--- src/rtl/cpu_pkg.sv ---
// cpu_pkg: shared opcodes, bus width and sequencer state encoding for the 9-bit core
package cpu_pkg;
  localparam int DATA_W = 9;
  localparam logic [2:0] OP_NOP  = 3'b000;
  localparam logic [2:0] OP_MV   = 3'b001;
  localparam logic [2:0] OP_ADD  = 3'b010;
  localparam logic [2:0] OP_SUB  = 3'b011;
  localparam logic [2:0] OP_MVI  = 3'b100;
  localparam logic [2:0] OP_HALT = 3'b111;
  typedef enum logic [2:0] {
    S_IDLE, S_FETCH_I, S_LATCH_I, S_FETCH_M, S_LATCH_M, S_EXEC0, S_EXEC, S_HALTED
  } seq_state_t;
  function automatic logic [2:0] opcode(input logic [DATA_W-1:0] w);
    return w[DATA_W-1 -: 3];
  endfunction
endpackage

--- src/rtl/instr_sequencer.sv ---
// instr_sequencer: fetches program words from a synchronous ROM and feeds them to the core until HALT or stop
module instr_sequencer
  import cpu_pkg::*;
#(
  parameter int ADDR_W = 5
) (
  input  logic              clock,
  input  logic              reset,
  input  logic              start,
  input  logic              stop,
  output logic [ADDR_W-1:0] mem_addr,
  input  logic [DATA_W-1:0] mem_rdata,
  output logic [DATA_W-1:0] din,
  output logic              run,
  input  logic              done,
  output logic [ADDR_W-1:0] pc,
  output logic              busy,
  output logic              halted
);
  seq_state_t state, state_n;
  logic [ADDR_W-1:0] pc_n, addr_n, pc_step;
  logic [DATA_W-1:0] din_n, ir_buf, ir_n, imm_buf, imm_n;
  logic run_n, is_mvi;
  assign is_mvi  = opcode(ir_buf) == OP_MVI;
  assign pc_step = pc + (is_mvi ? ADDR_W'(2) : ADDR_W'(1));
  assign busy    = !(state == S_IDLE || state == S_HALTED);
  assign halted  = state == S_HALTED;
  always_comb begin
    state_n = state;
    pc_n    = pc;
    addr_n  = mem_addr;
    din_n   = din;
    run_n   = run;
    ir_n    = ir_buf;
    imm_n   = imm_buf;
    case (state)
      S_IDLE, S_HALTED: begin
        if (start && !stop) begin
          state_n = S_FETCH_I;
          addr_n  = pc;
        end
      end
      S_FETCH_I: state_n = S_LATCH_I;
      S_LATCH_I: begin
        ir_n = mem_rdata;
        if (opcode(mem_rdata) == OP_HALT) state_n = S_HALTED;
        else if (opcode(mem_rdata) == OP_MVI) begin
          state_n = S_FETCH_M;
          addr_n  = pc + ADDR_W'(1);
        end else begin
          state_n = S_EXEC0;
          run_n   = 1'b1;
          din_n   = mem_rdata;
        end
      end
      S_FETCH_M: state_n = S_LATCH_M;
      S_LATCH_M: begin
        imm_n   = mem_rdata;
        state_n = S_EXEC0;
        run_n   = 1'b1;
        din_n   = ir_buf;
      end
      S_EXEC0: begin
        state_n = S_EXEC;
        din_n   = is_mvi ? imm_buf : ir_buf;
      end
      S_EXEC: begin
        if (done) begin
          run_n   = 1'b0;
          pc_n    = pc_step;
          state_n = stop ? S_HALTED : S_FETCH_I;
          addr_n  = stop ? mem_addr : pc_step;
        end
      end
      default: state_n = S_IDLE;
    endcase
  end
  always_ff @(posedge clock) begin
    if (reset) begin
      state    <= S_IDLE;
      pc       <= '0;
      mem_addr <= '0;
      din      <= '0;
      run      <= 1'b0;
      ir_buf   <= '0;
      imm_buf  <= '0;
    end else begin
      state    <= state_n;
      pc       <= pc_n;
      mem_addr <= addr_n;
      din      <= din_n;
      run      <= run_n;
      ir_buf   <= ir_n;
      imm_buf  <= imm_n;
    end
  end
endmodule
--- config.mk ---
export PLATFORM = sky130hd
export DESIGN_NAME = instr_sequencer
export DESIGN_NICKNAME = d
export VERILOG_FILES = /design/src/rtl/cpu_pkg.sv /design/src/rtl/instr_sequencer.sv
export SDC_FILE = /design/constraint.sdc
export NUM_CORES = 1
export LEC_CHECK = 0
export BUFFER_PORTS_ARGS = -buffer_cell sky130_fd_sc_hd__buf_2
export CORE_ASPECT_RATIO = 0.6
export CORE_MARGIN = 2
export CORE_UTILIZATION = 30
export CTS_BUF_LIST = sky130_fd_sc_hd__clkbuf_4
export CTS_CLUSTER_DIAMETER = 120
export DETAILED_ROUTE_END_ITERATION = 8
export PLACE_DENSITY_LB_ADDON = 0.15
export SLEW_MARGIN = 30
export SYNTH_ARGS = -nofsm -noshare
export SYNTH_HDL_FRONTEND = slang
export SYNTH_SLANG_ARGS = --single-unit
--- constraint.sdc ---
create_clock -name clock -period 2 [get_ports clock]
set_input_delay 0.6 -clock clock [delete_from_list [all_inputs] [get_ports clock]]
set_output_delay 0.6 -clock clock [all_outputs]
set_load 0.02 [all_outputs]
# ---- Yosys cells after proc, flatten, opt, wreduce, memory -nomap -nowiden
# Cells that the tools add are included.
# Widths: inputs -> output; s select.
dict set report classes {
  n_addsub 2
  n_mux 21
  eq_ne 16
  reduce_logical 14
}
# cell count
set op_table {}
lappend op_table {{$mux 9} 3}
lappend op_table {{$pmux 9 s3} 1}
lappend op_table {{$mux 5} 5}
lappend op_table {{$eq 3x3->1 const B} 7}
lappend op_table {{$pmux 3 s7} 1}
lappend op_table {{$mux 3} 5}
lappend op_table {{$pmux 5 s3} 1}
lappend op_table {{$ne 2x2->1 const B} 6}
lappend op_table {{$reduce_bool 3->1} 3}
lappend op_table {{$eq 3x2->1 const B} 2}
lappend op_table {{$reduce_and 6->1} 1}
lappend op_table {{$add 5x1->5 const B} 1}
lappend op_table {{$add 5x2->5} 1}
lappend op_table {{$reduce_and 2->1} 2}
lappend op_table {{$reduce_and 4->1} 1}
lappend op_table {{$eq 3x1->1 const B} 1}
lappend op_table {{$logic_not 3->1} 1}
lappend op_table {{$mux 1} 3}
lappend op_table {{$pmux 1 s3} 1}
lappend op_table {{$reduce_and 3->1} 1}
lappend op_table {{$logic_not 1->1} 2}
lappend op_table {{$mux 2} 1}
lappend op_table {{$reduce_or 2->1} 1}
lappend op_table {{$logic_and 1x1->1} 1}
lappend op_table {{$logic_or 1x1->1} 1}
dict set report totals {
  register_bits 41
  inputBits 14
  elab_cells 60
  output_inout_bits 22
}

# ---- Logic depth before layout (Yosys ltp)
# Gate-level depths: netlist (run 1).
dict set report logic_depth {
  ltp_word 6
  ltp_mapped 8
  depth_no_buf 8
}

# ---- Least setup slack after synthesis (run 1)
# Ideal clock, no wire load.
dict set report synth_timing {
  kind {reg2reg}
  startpoint {reg ir_buf[6]}
  endpoint {reg mem_addr[4]}
  setup_time_ns 0.134
  t_required_ns 1.866
  t_arrival_ns 1.835
  n_path_buf 0
  stages_incl_launch_ff 9
  synth_period_minus_slack_ns 1.969
  setup_slack_ns 0.031
  cell_sequence {dfxtp_1 > nor3b_2 > inv_1 > ha_1 > ha_1 > a21oi_2 > mux2_2 > a21oi_1 > a211oi_1}
}
dict set report synth_between {
  elab_chain_len 6
}
# element line
set synth_lines {}
lappend synth_lines {{start, declared} instr_sequencer.sv:22} ;# logic [DATA_W-1:0] din_n, ir_buf, ir_n, imm_buf, imm_n;
lappend synth_lines {{start signal, assigned} instr_sequencer.sv:93} ;# ir_buf <= ir_n;
lappend synth_lines {{$eq 3x3->1} instr_sequencer.sv:24} ;# assign is_mvi = opcode(ir_buf) == OP_MVI;
lappend synth_lines {{$mux 2} instr_sequencer.sv:25} ;# assign pc_step = pc + (is_mvi ? ADDR_W'(2) : ADDR_W'(1));
lappend synth_lines {{$add 5x2->5} instr_sequencer.sv:25}
lappend synth_lines {{$mux 5} instr_sequencer.sv:72} ;# addr_n = stop ? mem_addr : pc_step;
lappend synth_lines {{$mux 5} instr_sequencer.sv:68} ;# if (done) begin
lappend synth_lines {{$pmux 5 s3} instr_sequencer.sv:36} ;# case (state)
lappend synth_lines {{end signal, assigned} instr_sequencer.sv:90} ;# mem_addr <= addr_n;
lappend synth_lines {{end, declared} instr_sequencer.sv:11} ;# output logic [ADDR_W-1:0] mem_addr,
# No other way between the ends. The select of a mux whose other input is x is not followed.
# A chain may end at the register's enable or synchronous reset.

# ---- Final worst setup path (run 1)
dict set report layout_timing {
  startpoint {reg ir_buf[7]}
  endpoint {reg pc[2]}
}
dict set report layout_between {
  elab_chain_len 3
}
# element line
set layout_lines {}
lappend layout_lines {{$eq 3x3->1} instr_sequencer.sv:24}
lappend layout_lines {{$mux 2} instr_sequencer.sv:25}
lappend layout_lines {{$add 5x2->5} instr_sequencer.sv:25}
lappend layout_lines {{end signal, assigned} instr_sequencer.sv:89} ;# pc <= pc_n;
lappend layout_lines {{end, declared} instr_sequencer.sv:16} ;# output logic [ADDR_W-1:0] pc,
# No other way between the ends.

==> results of run 1 <==
[cell families (layout without fill, tap and decap cells)]
logic type | Yosys count | in the layout | share of synthesized area
compound gates | 98 | 98 | 0.273
xor+xnor | 5 | 5 | 0.0206
fa+ha+maj | 4 | 4 | 0.0224
buf+inv | 25 | 76 | 0.0572
flops | 41 | 41 | 0.387
mux | 9 | 9 | 0.0430
simple gates | 84 | 84 | 0.197
[path summary, 6_finish.rpt]
| path | slack, ps | cells past startpoint | to |
|---|---|---|---|
| min | 480 | 2 | din[8] |
| max | 80 | 9 | pc[2] |
| max reg2reg | 80 | 9 | pc[2] |
| min reg2reg | 480 | 2 | din[8] |
[worst min-delay path, cell delays in order (launching register included)]
cell and delay [ps]:
dfxtp_1 340, nand2_1 60, a21oi_1 50
[cell usage after synthesis (2+ instances only)]
master     number
xnor2_1         3
nand3_1         6
a22o_1          8
nand2b_1        2
ha_1            3
nor3_1          2
a21oi_1        47
xor2_1          2
mux2i_1         8
nor2_1         20
a211oi_1        2
a21o_1          2
inv_2           2
inv_1           2
dfxtp_1        41
nor3_2          2
a221oi_1        2
o2111ai_1       2
clkbuf_1        9
buf_4           3
nor2b_1         3
buf_2           7
or4_1           2
nand2_1        33
o21ai_0        26
[metal layers]
layer,GRT usage,routed length (um),vias to the layer above
li1,-,-,1053
met1,0.255,3380,972
met2,0.224,2610,51
met3,0.0387,333,5
met4,0.0366,47,0
met5,0,0,-
[area by class of cell]
| type | count | area [um^2] | share of cell area |
|---|---|---|---|
| multi-input cells | 200 | 1220 | 0.459 |
| flip-flops and latches | 41 | 838 | 0.314 |
| repair buffers | 65 | 408 | 0.153 |
| well taps | 87 | 109 | 0.0408 |
| clock buffers | 5 | 37.5 | 0.0141 |
| clock inverters | 2 | 35.0 | 0.0131 |
| inverters | 4 | 15.0 | 0.00563 |
[state kept, by name (all words and copies together), names as in the netlist]
name	cells
din	9
imm_buf	9
ir_buf	9
mem_addr	5
pc	5
run	1
state	3
[through the flow]
stage	utilization	worst slack (ps)
6_report	0.394	82.5
5_1_grt	0.394	-47.4
4_1_cts	0.382	37.1
3_5_place_dp	0.369	39.8
3_3_place_gp	0.369	31.5
2_1_floorplan	-	31.2
[repair_timing]
action	CTS	global route
pin swaps	1	4
endpoints found under the setup margin	2	4
buffers inserted	1	3
gates resized for setup	4	16
[power groups by stage]
stage,Clock [W],Sequential [W],Combinational (W)
floorplan,0,0.00100,0.000356
global placement,0,0.000984,0.000627
detailed placement,0,0.000984,0.000635
CTS,0.000554,0.000971,0.000651
global route,0.000580,0.000987,0.000733
finish,0.000537,0.000973,0.000663
==> results.md, run 1 <==
- Largest net degree at the start of global routing: 19
- TritonCTS Buffers: 5
- First-pass GRT wire length: 10200 um
- Final antenna-violating net count: 0
- Final setup viols: 0
- HP Class: reg -> reg
- Worst hold slack: 480 ps
- Detail Placement HPWL: 4680 um
- Crit-path cells: nor3b_4, buf_6, xor2_1, ha_2, a21oi_4, buf_6, buf_4, or3_1, a21oi_1
- Final instance area: 2670 um^2
- H-tree depth: 2
- Hold path start: din[8]
- GRT Util Overall: 0.164
- Pins Over Slew Limit: 0
- Initial antenna violation count: 0
- Core area: 6760 um^2
- Drt pass-1 iters: 4
- Net Switching: 0.000750 W
- Slew margin rel.: 0.632
- Post-Syn Instances: 266
- Area of the mapped netlist: 2120 um^2
- Period utilization: 0.959
- Filler cells: 737
- CTS tree: done
- Synth unique cells: 52
- Clk pwr share: 0.247
- Max Clk Rate: 0.522 GHz
- Max VDD drop: 0.333 mV
- Post-Syn Nets: 283
- Reg clk slew, reported paths: 120 ps
- Slowest CP cell: dfxtp_4
- Via density: 5.15
- Worst-margin pin slew: 550 ps
- Status: finished, final reports clean
- Gp weighted congestion: 0.800
- Tmin final: 1920 ps
- Root Buffer: clkbuf_4
- Routed WL: 6370 um
- Worst Skew: 10.5 ps
- DIE AREA: 7790 um^2
- Share of flip-flops with an asynchronous set or reset: 0
- Crit-path max cell delay: 380 ps
- CP Launch Type: flop
- Total gr overflow: 0
- Switch share: 0.345
- WL/cell: 15.8 um
- Final Power: 0.00217 W
- Main area contributors after synthesis: dfxtp_1, a21oi_1, o21ai_0
- Port Buffers: 35
- Max_cap viols: 0
- Most Frequent Cell on Critical Path: buf_6
- Leakage power: 1.05 nW
- Setup TNS: 0 ps
- CP Launch Point: ir_buf[7]
- N_diodes: 0
- Area delta synth->final: 25.6%
- Register share of total power: 0.448
- Fin. Hold Viols: 0
- Pint: 0.00142 W
- Number of synthesized flops with an enable pin: 0
- Critical path endpoint category: flop
- Std-Cell Rows: 23
- Synth Register Bits: 41
- Total number of yosys warnings: 0
- Power per cell area: 814 nW/um^2
- CTS Buffer Depth: 2
- Post-synth top flop: dfxtp_1
- Vias in the first global route: 1987
- Critical path arrival: 2210 ps
- Commonest non-fill, non-tap cell in the layout: a21oi_1
- CP Buf/Inv Count: 3
- Cell class contributing the biggest share of worst-path delay: simple AND/OR/NAND/NOR gates
- Top cell type's share of synthesized area: 0.387
- Inst Count DP: 393
- # IOs: 36
- Syn avg cell area: 7.98 um^2
- 1st-iter DRT viols: 106
- Critical Setup Path Class: reg -> reg
- Crit Path Max Fanout: 3
- Layout Nets: 334
- CTS Sinks: 41
- FF-to-FF Start: ir_buf[7]
- Via count: 2081
- Placed Area: 2500 um^2
- Logic pwr share: 0.305
- Hold_buf cts: 0
- Sequential share of the synthesized area: 0.387
- Non-Filler Instances: 404
- Commonest cells after routing, fill and taps aside: a21oi_1, dfxtp_1, buf_2
- DRC Markers: 0
- WP data required: 2290 ps
- Clk_lat worst skew: 350 ps
- Yosys top cell by area: dfxtp_1
- Initial Util: 0.314
- Die height: 69.2 um
- Layout cells sized above 1: 0.300
- Die X: 113 um
Note: power is estimated with default switching activity, not from simulation.
==> inputs of run 2 (changes only) <==
--- a/config.mk
+++ b/config.mk
@@ -5,10 +5,11 @@
 export SDC_FILE = /design/constraint.sdc
 export NUM_CORES = 1
 export LEC_CHECK = 0
+export ABC_AREA = 1
 export BUFFER_PORTS_ARGS = -buffer_cell sky130_fd_sc_hd__buf_2
 export CORE_ASPECT_RATIO = 0.6
 export CORE_MARGIN = 2
-export CORE_UTILIZATION = 30
+export CORE_UTILIZATION = 50
 export CTS_BUF_LIST = sky130_fd_sc_hd__clkbuf_4
 export CTS_CLUSTER_DIAMETER = 120
 export DETAILED_ROUTE_END_ITERATION = 8
==> run 2 against run 1 <==
Net effect:
- total power increased by 41%
- die area shrank 36%
- clock skew decreased by 1.8 ps
- hold slack got worse by 23 ps
- clock power up 3.9%
- routed wire length decreased by 8.2%
- non-clock buffer count fell by 20
- via count rose by 4.3%
- highest routed layer unchanged
==> results.md, run 2 <==
- R2r setup slk: 220 ps
- Die height: 55.5 um
- Initial Util: 0.528
- Final setup margin: 105 ps
- WL met2: 2040 um
- Most frequent cell after synthesis: nand2_1
- Final antenna-violating net count: 0
- Placed Area: 2450 um^2
- GRT Util Overall: 0.245
- Layout cells sized above 1: 0.214
- DRC Markers: 0
- FF-to-FF Start: ir_buf[6]
- Commonest cells after routing, fill and taps aside: nand2_1, dfxtp_1, nor2_1
- Status: finished, final reports clean
- Detail Placement HPWL: 4350 um
- CTS Buffer Depth: 2
- Post-Syn Instances: 321
- Synth Register Bits: 41
- Synth unique cells: 31
- Share of flip-flops with an asynchronous set or reset: 0
- Gp weighted congestion: 0.908
- Post-Syn Nets: 338
- RSZ-0062 raised after global routing: no
- Hold endpoint: run
- Max Clk Rate: 0.528 GHz
- Hold_buf cts: 0
- N_diodes: 0
- H-tree depth: 2
- CP Launch Type: flop
- Yosys top cell by area: dfxtp_1
- Cell count of the worst reg-to-reg path: 11
- Post-synth top flop: dfxtp_1
- DIE AREA: 4990 um^2
- Std-Cell Rows: 18
- Routed WL: 5850 um
- Commonest non-fill, non-tap cell in the layout: nand2_1
- Die X: 89.9 um
- Leakage power: 1.17 nW
- Number of synthesized flops with an enable pin: 0
- Hold path start: run
- Slew margin rel.: 0.782
- Routed length on met3: 559 um
- Port Buffers: 35
- Via count: 2170
- Final instance area: 2560 um^2
- Critical Setup Path Class: reg -> out
- Syn avg cell area: 6.89 um^2
- Largest net degree at the start of global routing: 22
- Reg-to-reg endpoint: mem_addr[4]
- Layout Nets: 380
- Power per cell area: 1190 nW/um^2
- Highest routed layer: met4
- Reg clk slew, reported paths: 120 ps
- Critical path endpoint category: output pin
- 1st-iter DRT viols: 138
- Period utilization: 0.948
- Clk_lat worst skew: 360 ps
- Root Buffer: clkbuf_4
- Drt pass-1 iters: 5
- CTS tree: done
- Hold Crit Depth: 2
- HP Class: reg -> reg
- First-pass GRT wire length: 9580 um
- Worst Skew: 8.71 ps
- WL/cell: 13.8 um
- Worst-margin pin slew: 325 ps
- Setup TNS: 0 ps
- Core area: 4190 um^2
- Vias in the first global route: 1855
- Main area contributors after synthesis: dfxtp_1, nand2_1, a21oi_1
- Max_cap viols: 0
- Initial antenna violation count: 0
- Via density: 5.12
- Area of the mapped netlist: 2210 um^2
- Crit Path Max Fanout: 10
- Critical path arrival: 1300 ps
- Sequential share of the synthesized area: 0.371
- Total number of yosys warnings: 0
- Max VDD drop: 0.568 mV
- Final setup viols: 0
- Filler cells: 421
- TritonCTS Buffers: 5
- Total gr overflow: 0
- Area delta synth->final: 15.9%
- # IOs: 36
- WP data required: 1400 ps
- Top cells by count, synth: nand2_1, dfxtp_1, nor2_1, a21oi_1, inv_1
- Tmin final: 1900 ps
- Pins Over Slew Limit: 0
- Fin. Hold Viols: 0
- Place WS: 170 ps
- Top flop regs: din (9), imm_buf (9), ir_buf (9)
- Top cell type's share of synthesized area: 0.371
- CTS Sinks: 41
- Met1 wire length: 3190 um
## run 2: cell types whose count changed after synthesis, moves of 5 or more
cell	before	now
o21ai_1	0	9
a22o_1	8	0
a21oi_1	47	31
clkbuf_1	9	4
nand3_1	6	18
mux2i_1	8	0
nor2_1	20	37
nand2_1	33	77
inv_1	2	31
## run 2: critical path, stage by stage, from the launching register on
cell and delay [ps]:
dfxtp_4 440, buf_4 150, inv_6 40, nor2_1 120, buf_2 180
## run 2: cells by family after synthesis
logic type | synth area share
xor gates and xnor gates | 0.00396
DFF | 0.371
and+or+nand+nor | 0.329
buffers and inverters | 0.101
adders and majority gates | 0.0170
AOI/OAI and AO/OA | 0.179
## run 2: metal layers
layer / global-route usage / vias up
met2: 0.289 / 89
met3: 0.0600 / 6
met1: 0.415 / 948
met4: 0.0659 / 0
met5: 0 / -
li1: - / 1127
## run 2: worst max-delay path by stage
stage                    from          end  slack, ps  depth (start not counted)
finish               state[0]       halted        100                          4
CTS                  state[2]         busy         30                          4
detailed placement   state[0]         busy        170                          5
global route         state[1]         busy         50                          5
floorplan           ir_buf[6]  mem_addr[1]        450                          8
global placement     state[0]       din[1]        260                          7
## run 2: through the flow
stage / instances / hold slack (ps) / total power [W] / utilization
3_3_place_gp: 413 / 441 / 0.00244 / 0.585
2_1_floorplan: 321 / 430 / 0.00212 / -
4_1_cts: 421 / 460 / 0.00301 / 0.605
6_report: 424 / 457 / 0.00306 / 0.612
3_5_place_dp: 413 / 437 / 0.00245 / 0.585
5_1_grt: 424 / 483 / 0.00327 / 0.612
## run 2: cell type report
type	instances	area (um^2)	area share
timing repair buffer	45	250	0.0976
sequential	41	832	0.325
tap	60	75.1	0.0293
clock inverter	2	33.8	0.0132
inverter	39	159	0.0620
multi-input combinational	231	1170	0.456
clock buffer	6	45.0	0.0176
## run 2: timing repair
item,in CTS,in global routing
gates resized for setup,4,2
setup endpoints to repair,2,1
buffers inserted,0,3
## run 2: power breakdown
group | total [W] | internal (W) | switching [W] | leakage (nW)
Sequential | 0.00118 | 0.00103 | 0.000149 | 0.335
Clock | 0.000558 | 0.000274 | 0.000285 | 0.0433
Combinational | 0.00132 | 0.000460 | 0.000861 | 0.794
Total | 0.00306 | 0.00176 | 0.00129 | 1.17
==> inputs of run 3 (changes only) <==
--- a/config.mk
+++ b/config.mk
@@ -7,7 +7,6 @@
 export LEC_CHECK = 0
 export ABC_AREA = 1
 export BUFFER_PORTS_ARGS = -buffer_cell sky130_fd_sc_hd__buf_2
-export CORE_ASPECT_RATIO = 0.6
 export CORE_MARGIN = 2
 export CORE_UTILIZATION = 50
 export CTS_BUF_LIST = sky130_fd_sc_hd__clkbuf_4
==> constraint.sdc (replaced) <==
create_clock -name clock -period 1.8 [get_ports clock]
set_input_delay 0.54 -clock clock [delete_from_list [all_inputs] [get_ports clock]]
set_output_delay 0.54 -clock clock [all_outputs]
set_load 0.02 [all_outputs]
==> run 3 against run 2 <==
Net effect:
- final area about the same
- die area decreased by 0.34%
- total power rose by 4.6%
- sequential share of layout area barely moved
- routed wire length down 11%
- flip-flop and latch count did not move
- first-iteration DRC count up 2.9%
- utilization shrank 1.6 points
- non-clock buffer count increased by 2
- setup slack got worse by 38 ps
- combinational power up 11%
- clock skew up 0.52 ps
- critical endpoint unchanged
- highest routed layer unchanged
==> results.md, run 3 (synthesis results as in run 2) <==
- Worst-margin pin slew: 347 ps
- CP Buf/Inv Count: 3
- Slew margin rel.: 0.768
- Filler cells: 438
- HP Class: reg -> reg
- Max_cap viols: 0
- Via density: 5.10
- Register area: 832 um^2
- Period utilization: 0.963
- Port Buffers: 35
- Crit Path Max Fanout: 6
- Cell count of the worst reg-to-reg path: 8
- Area of the multi-input gates: 1180 um^2
- Initial Util: 0.515
- N_diodes: 0
- Status: finished, final reports clean
- Largest net degree at the start of global routing: 30
- Core area: 4290 um^2
- Hold_buf cts: 0
- Setup TNS: 0 ps
- Clk pwr share: 0.138
- Power per cell area: 1250 nW/um^2
- Hold path start: ir_buf[1]
- # IOs: 36
- Worst Skew: 9.23 ps
- Pins Over Slew Limit: 0
- Slowest CP cell: dfxtp_4
- Routed WL: 5220 um
- DRC Markers: 0
- Final antenna-violating net count: 0
- Reg-to-reg endpoint: din[0]
- First-pass GRT wire length: 8980 um
- Tmin final: 1730 ps
- H-tree depth: 2
- Max VDD drop: 0.612 mV
- Non-Filler Instances: 417
- Gp weighted congestion: 0.814
- R2r setup slk: 210 ps
- Leakage power: 1.17 nW
- Top flop regs: din (9), imm_buf (9), ir_buf (9)
- GRT Util Overall: 0.225
- Pint: 0.00181 W
- CTS tree: done
- Initial antenna violation count: 0
- Net Switching: 0.00139 W
- Commonest non-fill, non-tap cell in the layout: nand2_1
- Crit-path max cell delay: 410 ps
- Max Clk Rate: 0.577 GHz
- Area delta synth->final: 15.8%
- Root Buffer: clkbuf_4
- Layout Nets: 382
- Crit-path cells: buf_4, inv_6, nor2_1, buf_2
- Logic pwr share: 0.459
- CP Launch Type: flop
- DIE AREA: 4970 um^2
- Critical path arrival: 1190 ps
- Drt pass-1 iters: 4
- Switch share: 0.434
- FF-to-FF Start: state[0]
- Layout cells sized above 1: 0.222
- Critical path endpoint category: output pin
- CTS Sinks: 41
- Die height: 70.5 um
- RSZ-0062 raised after global routing: no
- Total gr overflow: 0
- Std-Cell Rows: 24
- Critical Setup Path Class: reg -> out
- Register share of total power: 0.403
- Fin. Hold Viols: 0
- Detail Placement HPWL: 3940 um
- Cell class contributing the biggest share of worst-path delay: flip-flops
- Hold Crit Depth: 2
- Commonest cells after routing, fill and taps aside: nand2_1, dfxtp_1, nor2_1
- Reg clk slew, reported paths: 120 ps
- TritonCTS Buffers: 5
- Vias in the first global route: 1943
- Hold endpoint: ir_buf[1]
- Clk_lat worst skew: 350 ps
- 1st-iter DRT viols: 142
- WP data required: 1260 ps
- Inst Count DP: 408
- Via count: 2128
- Final setup viols: 0
- Die X: 70.5 um
- CTS Buffer Depth: 2
- WL/cell: 12.5 um
## run 3: changes by cell type in the layout (fill, tap and decap cells not counted), sizes merged
cell	change
bufinv	-1
buf	+2
clkinvlp	+1
clkbuf	-1
## run 3: repair_timing
item                                    in CTS  in global routing
hold endpoints to repair                     0                  0
endpoints found under the setup margin       2                  5
pin swaps                                    0                  0
gates resized for setup                      4                  5
setup buffers                                0                  2
## run 3: power groups by stage
stage	registers (W)	clock network (W)	logic, W
4_1_cts	0.00129	0.000452	0.00143
5_1_grt	0.00132	0.000483	0.00164
3_3_place_gp	0.00130	0	0.00141
3_5_place_dp	0.00131	0	0.00142
6_report	0.00129	0.000441	0.00147
2_1_floorplan	0.00140	0	0.000955
## run 3: worst max path at each step
stage / depth (start not counted) / start / endpoint
6_report: 4 / state[0] / halted
5_1_grt: 5 / state[1] / busy
4_1_cts: 5 / state[1] / busy
3_5_place_dp: 10 / mem_rdata[8] / mem_addr[4]
3_3_place_gp: 10 / mem_rdata[8] / mem_addr[4]
2_1_floorplan: 8 / ir_buf[6] / mem_addr[1]
## run 3: final cells by class
class | count | share of cell area
Tap cell | 52 | 0.0254
Clock inverter | 2 | 0.00440
Sequential cell | 41 | 0.325
Clock buffer | 5 | 0.0147
Inverter | 39 | 0.0620
Multi-Input combinational cell | 231 | 0.460
Timing Repair Buffer | 47 | 0.108
## run 3: metal layers
metal	wire (um)	GRT usage	vias to the layer above
met5	0	0	-
met4	51	0.0577	0
met3	233	0.0476	6
met2	2520	0.364	46
met1	2420	0.307	950
li1	-	-	1126
## run 3: tightest hold or removal path, stage by stage, from the launching register on
cell and delay (ps):
dfxtp_1 320, inv_1 60, a21oi_1 50
## run 3: through the flow
stage	instance area, um^2	power [W]	util	worst slack (ps)	hold WS (ps)
finish	2560	0.00320	0.596	66.7	458
global route	2560	0.00344	0.596	0.120	463
CTS	2530	0.00318	0.589	19.1	456
detailed placement	2480	0.00273	0.577	137	441
global placement	2480	0.00271	0.577	121	437
floorplan	2210	0.00235	-	250	430
